`config.mk`:
```
export PLATFORM = sky130hd
export DESIGN_NAME = ctrl_pipeline
export DESIGN_NICKNAME = d
export VERILOG_FILES = /design/src/rtl/ctrl_pipeline.sv
export SDC_FILE = /design/constraint.sdc
export NUM_CORES = 1
export LEC_CHECK = 0
export CORE_MARGIN = 3
export CORE_UTILIZATION = 30
export DETAILED_ROUTE_END_ITERATION = 6
export PLACE_DENSITY_LB_ADDON = 0.25
export SLEW_MARGIN = 40
export SYNTH_ARGS = -nofsm -noshare
export SYNTH_HDL_FRONTEND = slang
export SYNTH_SLANG_ARGS = --single-unit
```
`constraint.sdc`:
```
create_clock -name clk -period 2.5 [get_ports clk]
set_input_delay 0.75 -clock clk [delete_from_list [all_inputs] [get_ports clk]]
set_output_delay 0.75 -clock clk [all_outputs]
set_load 0.1 [all_outputs]
```
`src/rtl/ctrl_pipeline.sv`:
```
// rtl/ctrl_pipeline.sv - ID/EX, EX/MEM, MEM/WB control registers with load-use stall, branch flush and forwarding
module ctrl_pipeline #(
  parameter int unsigned REG_AW = 5
) (
  input  logic              clk,
  input  logic              rst,
  input  logic              id_valid,
  input  logic              id_branch,
  input  logic              id_mem_read,
  input  logic              id_mem_to_reg,
  input  logic              id_mem_write,
  input  logic              id_alu_src,
  input  logic              id_reg_write,
  input  logic [1:0]        id_alu_op,
  input  logic [REG_AW-1:0] id_rs1,
  input  logic [REG_AW-1:0] id_rs2,
  input  logic [REG_AW-1:0] id_rd,
  input  logic              ex_zero,
  output logic [1:0]        ex_alu_op,
  output logic              ex_alu_src,
  output logic [1:0]        fwd_a,
  output logic [1:0]        fwd_b,
  output logic              mem_mem_read,
  output logic              mem_mem_write,
  output logic              pc_src,
  output logic              wb_reg_write,
  output logic              wb_mem_to_reg,
  output logic [REG_AW-1:0] wb_rd,
  output logic              stall,
  output logic              flush
);

  logic              ex_v, ex_branch, ex_mem_read, ex_mem_to_reg, ex_mem_write, ex_alu_src_q, ex_reg_write;
  logic [1:0]        ex_alu_op_q;
  logic [REG_AW-1:0] ex_rs1, ex_rs2, ex_rd;

  logic              mem_v, mem_branch, mem_mem_read_q, mem_mem_write_q, mem_mem_to_reg, mem_reg_write, mem_zero;
  logic [REG_AW-1:0] mem_rd;

  logic              wb_v, wb_reg_write_q, wb_mem_to_reg_q;
  logic [REG_AW-1:0] wb_rd_q;

  logic uses_rs2, load_use, branch_taken;
  logic mem_hit_a, mem_hit_b, wb_hit_a, wb_hit_b;

  always_comb begin
    uses_rs2     = !id_alu_src | id_mem_write;
    load_use     = ex_v & ex_mem_read & (ex_rd != '0) & id_valid &
                   ((ex_rd == id_rs1) | (uses_rs2 & (ex_rd == id_rs2)));
    branch_taken = mem_v & mem_branch & mem_zero;
  end

  // A taken branch squashes whatever would have stalled, so flush wins.
  assign flush  = branch_taken;
  assign pc_src = branch_taken;
  assign stall  = load_use & ~branch_taken;

  always_ff @(posedge clk or posedge rst) begin
    if (rst) begin
      ex_v          <= 1'b0;
      ex_branch     <= 1'b0;
      ex_mem_read   <= 1'b0;
      ex_mem_to_reg <= 1'b0;
      ex_mem_write  <= 1'b0;
      ex_alu_src_q  <= 1'b0;
      ex_reg_write  <= 1'b0;
      ex_alu_op_q   <= 2'b00;
      ex_rs1        <= '0;
      ex_rs2        <= '0;
      ex_rd         <= '0;
    end else if (branch_taken || load_use) begin
      ex_v          <= 1'b0;
      ex_branch     <= 1'b0;
      ex_mem_read   <= 1'b0;
      ex_mem_to_reg <= 1'b0;
      ex_mem_write  <= 1'b0;
      ex_alu_src_q  <= 1'b0;
      ex_reg_write  <= 1'b0;
      ex_alu_op_q   <= 2'b00;
      ex_rs1        <= '0;
      ex_rs2        <= '0;
      ex_rd         <= '0;
    end else begin
      ex_v          <= id_valid;
      ex_branch     <= id_branch;
      ex_mem_read   <= id_mem_read;
      // mem_to_reg is a don't-care from the decoder unless the instruction writes a register
      ex_mem_to_reg <= id_mem_to_reg & id_reg_write;
      ex_mem_write  <= id_mem_write;
      ex_alu_src_q  <= id_alu_src;
      ex_reg_write  <= id_reg_write;
      ex_alu_op_q   <= id_alu_op;
      ex_rs1        <= id_rs1;
      ex_rs2        <= id_rs2;
      ex_rd         <= id_rd;
    end
  end

  always_ff @(posedge clk or posedge rst) begin
    if (rst) begin
      mem_v           <= 1'b0;
      mem_branch      <= 1'b0;
      mem_mem_read_q  <= 1'b0;
      mem_mem_write_q <= 1'b0;
      mem_mem_to_reg  <= 1'b0;
      mem_reg_write   <= 1'b0;
      mem_zero        <= 1'b0;
      mem_rd          <= '0;
    end else if (branch_taken) begin
      mem_v           <= 1'b0;
      mem_branch      <= 1'b0;
      mem_mem_read_q  <= 1'b0;
      mem_mem_write_q <= 1'b0;
      mem_mem_to_reg  <= 1'b0;
      mem_reg_write   <= 1'b0;
      mem_zero        <= 1'b0;
      mem_rd          <= '0;
    end else begin
      mem_v           <= ex_v;
      mem_branch      <= ex_branch;
      mem_mem_read_q  <= ex_mem_read;
      mem_mem_write_q <= ex_mem_write;
      mem_mem_to_reg  <= ex_mem_to_reg;
      mem_reg_write   <= ex_reg_write;
      mem_zero        <= ex_zero;
      mem_rd          <= ex_rd;
    end
  end

  always_ff @(posedge clk or posedge rst) begin
    if (rst) begin
      wb_v            <= 1'b0;
      wb_reg_write_q  <= 1'b0;
      wb_mem_to_reg_q <= 1'b0;
      wb_rd_q         <= '0;
    end else begin
      wb_v            <= mem_v;
      wb_reg_write_q  <= mem_reg_write;
      wb_mem_to_reg_q <= mem_mem_to_reg;
      wb_rd_q         <= mem_rd;
    end
  end

  // MEM is the younger producer, so it is checked ahead of WB.
  always_comb begin
    mem_hit_a = mem_v & mem_reg_write & (mem_rd != '0) & (mem_rd == ex_rs1);
    mem_hit_b = mem_v & mem_reg_write & (mem_rd != '0) & (mem_rd == ex_rs2);
    wb_hit_a  = wb_v & wb_reg_write_q & (wb_rd_q != '0) & (wb_rd_q == ex_rs1);
    wb_hit_b  = wb_v & wb_reg_write_q & (wb_rd_q != '0) & (wb_rd_q == ex_rs2);
    fwd_a     = 2'b00;
    fwd_b     = 2'b00;
    if (ex_v) begin
      if (mem_hit_a)     fwd_a = 2'b10;
      else if (wb_hit_a) fwd_a = 2'b01;
      if (mem_hit_b)     fwd_b = 2'b10;
      else if (wb_hit_b) fwd_b = 2'b01;
    end
  end

  assign ex_alu_op     = ex_v ? ex_alu_op_q : 2'b00;
  assign ex_alu_src    = ex_v & ex_alu_src_q;
  assign mem_mem_read  = mem_v & mem_mem_read_q;
  assign mem_mem_write = mem_v & mem_mem_write_q;
  assign wb_reg_write  = wb_v & wb_reg_write_q;
  assign wb_mem_to_reg = wb_v & wb_mem_to_reg_q;
  assign wb_rd         = wb_v ? wb_rd_q : '0;

endmodule

```
## Word level (Yosys, flattened, before mapping)

Cells that the tools add are included.

- Eq/ne operators: 6
- Multiplexer cells: 27
- Bitwise gates (word level): 24
- Reductions and logical operators: 5

Operators with widths:

| operator | count |
|---|---|
| 5-bit == test | 6 |
| 5-bit 2-to-1 mux | 5 |
| 1-bit AND | 21 |
| 1-bit 2-to-1 mux | 16 |
| 5-bit nonzero test | 3 |
| 2-bit 2-to-1 mux | 6 |
| 1-bit bitwise OR | 2 |
| 1-bit logical NOT | 1 |
| 1-bit logical OR | 1 |
| 1-bit inverter | 1 |

- Flip-flop bits (word level): 44
- Input bits: 27
- Output and inout port bits: 19

## Logic depth before layout (Yosys ltp)

- Depth in word-level cells: 7
- Gate-level depth with buffers: 5
- Mapped depth without buffers: 4

## Worst setup path after synthesis

OpenSTA, ideal clock, no wires.

- Path kind: register -> output
- From: register mem_rd[1]
- To: output port fwd_a[0]
- Data arrival time: 3266 ps
- Required time: 1750 ps
- Setup slack: -1516 ps
- Stages on the path, launching flop included: 5
- Path buffers: 0
- Path through: dfrtp_1 -> or4_1 -> o211ai_1 -> nor4_1 -> nor3_1

- Cells in the longest elaborated chain, start to end: 5
- Elaborated cells between the ends (all ways): 6

RTL lines:

| element | RTL line | source |
|---|---|---|
| from (decl) | 38 | `logic [REG_AW-1:0] mem_rd;` |
| from (signal assigned) | 126 | `mem_rd <= ex_rd;` |
| 5-bit nonzero test | 146 | `mem_hit_a = mem_v & mem_reg_write & (mem_rd != '0) & (mem_rd == ex_rs1);` |
| 1-bit AND | 146 |  |
| 1-bit AND (*) | 146 |  |
| 2-bit 2-to-1 mux (*) | 153 | `if (mem_hit_a) fwd_a = 2'b10;` |
| 2-bit 2-to-1 mux (*) | 152 | `if (ex_v) begin` |
| to (decl) | 21 | `output logic [1:0] fwd_a,` |

Mark *: on every way between the ends. The rest lies on a longest branch, timed or not.

## Final worst setup path

- From: register mem_rd[2]
- To: output port fwd_a[0]

The elaborated chain is that of the path after synthesis.

==> results.cfg <==
[timing]
min_period_over_period_pct = 109
max_freq_mhz = 366
final_hold_viol_count = 0
setup_viol = 4
tightest_slew_ps = 536
rsz0062_at_grt = true
fin_crit_ps = 2730
fin_setup_tns_ps = -816
setup_slack_ps = -234
maxSlewViolCount = 0
fin_skew_ps = 4.61
whs_ps = 353
relSlewSlack_pct = 64.3

[floorplan]
core_um2 = 6100
die_area_um2 = 7480
die_h_um = 86.5
io_pins = 46
rows = 28
die_w_um = 86.5
initial_core_util_pct = 31.9

[grt]
grt_pass1_vias = 1531
top_usage_layer = met2
track_usage_pct = 13.1
gr-total-overflow = 0
antenna_found_initial = 0
grt_max_degree = 45
use_met3_pct = 3.23
grt_use_met1_pct = 16.9
met2_usage_pct = 21.0
grt_pass1_wl_mm = 7.51

[yosys]
syn_area_per_cell_um2 = 10.7
ys_seq_area_share_pct = 56.7
syn_area_um2 = 1940
synth_nets = 209
async_flop_share_pct = 100
yosys_warnings = 0
synth_edf_count = 0
synthCells = 182
yosysUniqueCellTypes = 25
synth-seq-cells = 44
synth_ff_type = dfrtp_1

[clock_tree]
root_buffer = clkbuf_8
clock_latency_ps = 300
hold_buffers = 0
cts.sinks = 44
cts_max_level = 2
tritoncts = yes
numCtsBuffers = 5
cts.clk_slew.worst_paths_ps = 80
cts_max_path_buffers = 2

[flow_run]
drv_cap = 0

[place]
io_buffers = 45
gp_congestion = 0.804
hpwlAfterDp_mm = 3.22
dp_slack_ps = -372

[critical_path]
startpoint_type = flop
worstPathMaxFanout = 2
end_kind = output pin
worstSetupPathType = reg2out
crit_required_ps = 1750
cp.arrival_ps = 1980

[run_status]
outcome = finished, violations left
violations = setup timing

[finish]
area_growth_pct = 45.0
n_fill_cell = 604
final_nets = 268
drive_above_1_share_pct = 31.8
n_antenna_cell = 0

[drt]
ant_nets = 0
routed-via-count = 1426
viasPerCell = 4.50
drc_errors = 0
drt-wirelength-per-cell_um = 13.8
first_pass_iters = 4
drt-total-wl_mm = 4.36
dr.first_iter.drc_count = 92

[hold_path]
hold_path.class = reg2reg

[power_and_ir_drop]
switching_share_pct = 30.4
combPwrFrac_pct = 23.1
p_int_mw = 1.23
pwr-share-seq_pct = 45.7
power.leakage_nw = 1.28
clockPowerShare_pct = 31.2
switchingPower_mw = 0.539
ir_worst_vdd_uv = 267
powerDensity_nw_per_um2 = 629
==> worst max-delay path, cell delays in order, from the launching register on <==
cell and delay, ps:
dfrtp_1 400, or4_1 500, o211ai_1 180, buf_4 150, nor4_2 50, nor3_2 190, buf_12 210
==> cell usage after synthesis (2+ instances only) <==
cell	n	share of area, %
and2_2	6	2.3
inv_1	3	0.58
xnor2_1	18	8.1
nor4_1	2	0.64
clkbuf_1	5	0.97
nand2_1	23	4.4
dfrtp_1	44	57
a21oi_1	24	6.2
buf_2	2	0.52
and2_1	19	6.1
nand3_1	7	1.8
xor2_1	12	5.4
or4_1	3	1.2
nor3_1	3	0.77
==> power groups by stage <==
stage,Sequential (mW),Clock [mW],Combinational (mW)
6_report,0.810,0.553,0.409
5_1_grt,0.819,0.598,0.442
4_1_cts,0.809,0.569,0.407
3_5_place_dp,0.823,0,0.405
3_3_place_gp,0.822,0,0.401
2_1_floorplan,0.816,0,0.260
==> stage by stage <==
stage                     std cells  power [mW]  utilization (%)  instance area, µm²
final                           317        1.77             46.2                2820
after global routing            317        1.86             46.2                2820
after CTS                       317        1.79             45.9                2800
after detailed placement        308        1.23             43.8                2670
after global placement          308        1.22             43.8                2670
after floorplan                 182        1.08                -                1970
==> layout by cell type, fill, tap and decap left out <==
master            n
a211oi_1          1
a21oi_1          23
a21oi_2           1
and2_1           17
and2_2            7
and2_4            2
and3_4            1
buf_12           10
buf_4            25
buf_6             3
bufinv_16         1
clkbuf_2          6
clkbuf_8          5
clkdlybuf4s50_1  13
clkinvlp_4        1
dfrtp_1          44
dlygate4sd2_1     2
dlymetal6s2s_1    1
inv_1             2
inv_2             1
inv_6             1
nand2_1          23
nand3_1           7
nand4_1           1
nor2_1            1
nor3_1            2
nor3_2            1
nor4_2            2
nor4_4            1
o211ai_1          1
o211ai_2          1
o21ai_2           1
o22ai_2           1
or4_1             2
or4_4             1
xnor2_1          13
xnor2_2           5
xor2_1           12
==> path summary, 6_finish.rpt <==
kind	slack, ps	start	depth (start not counted)	endpoint
worst max register to register	1020	ex_rd[2]$_DFF_PP0_	5	ex_v$_DFF_PP0_
worst max-delay path	-230	mem_rd[2]$_DFF_PP0_	6	fwd_a[0]
min in group asynchronous	880	rst	3	wb_mem_to_reg_q$_DFF_PP0_
max in group asynchronous	1250	rst	3	mem_rd[2]$_DFF_PP0_
worst min register to register	350	mem_mem_to_reg$_DFF_PP0_	0	wb_mem_to_reg_q$_DFF_PP0_
worst min-delay path	350	mem_mem_to_reg$_DFF_PP0_	0	wb_mem_to_reg_q$_DFF_PP0_
==> area by class of cell <==
| cell class | instances | area (µm²) | area share, % |
|---|---|---|---|
| Inverter | 3 | 11.3 | 0.400 |
| Timing Repair Buffer | 60 | 612 | 21.7 |
| Clock inverter | 3 | 46.3 | 1.64 |
| Tap cell | 75 | 93.8 | 3.33 |
| Clock buffer | 5 | 68.8 | 2.44 |
| Multi-Input combinational cell | 127 | 885 | 31.4 |
| Sequential cell | 44 | 1100 | 39.1 |
==> metal layers <==
layer | share of wire (%) | vias to the layer above
met2 | 47 | 34
li1 | - | 718
met1 | 46 | 668
met5 | 0 | -
met3 | 5.1 | 6
met4 | 1.9 | 0
==> logic make-up (layout without fill, tap and decap cells) <==
family          count (synthesis)  count (layout)  synth area share, %
buf+inv                        11              71                 2.45
compound gates                 29              29                 8.18
simple gates                   68              68                 19.2
flops                          44              44                 56.7
xor+xnor                       30              30                 13.5
==> what timing repair did <==
item / CTS / global route
pin swaps: 8 / 16
setup endpoints to repair: 5 / 5
buffers inserted: 1 / 0
resized for setup: 17 / 38
Note: power is estimated with default switching activity, not from simulation.
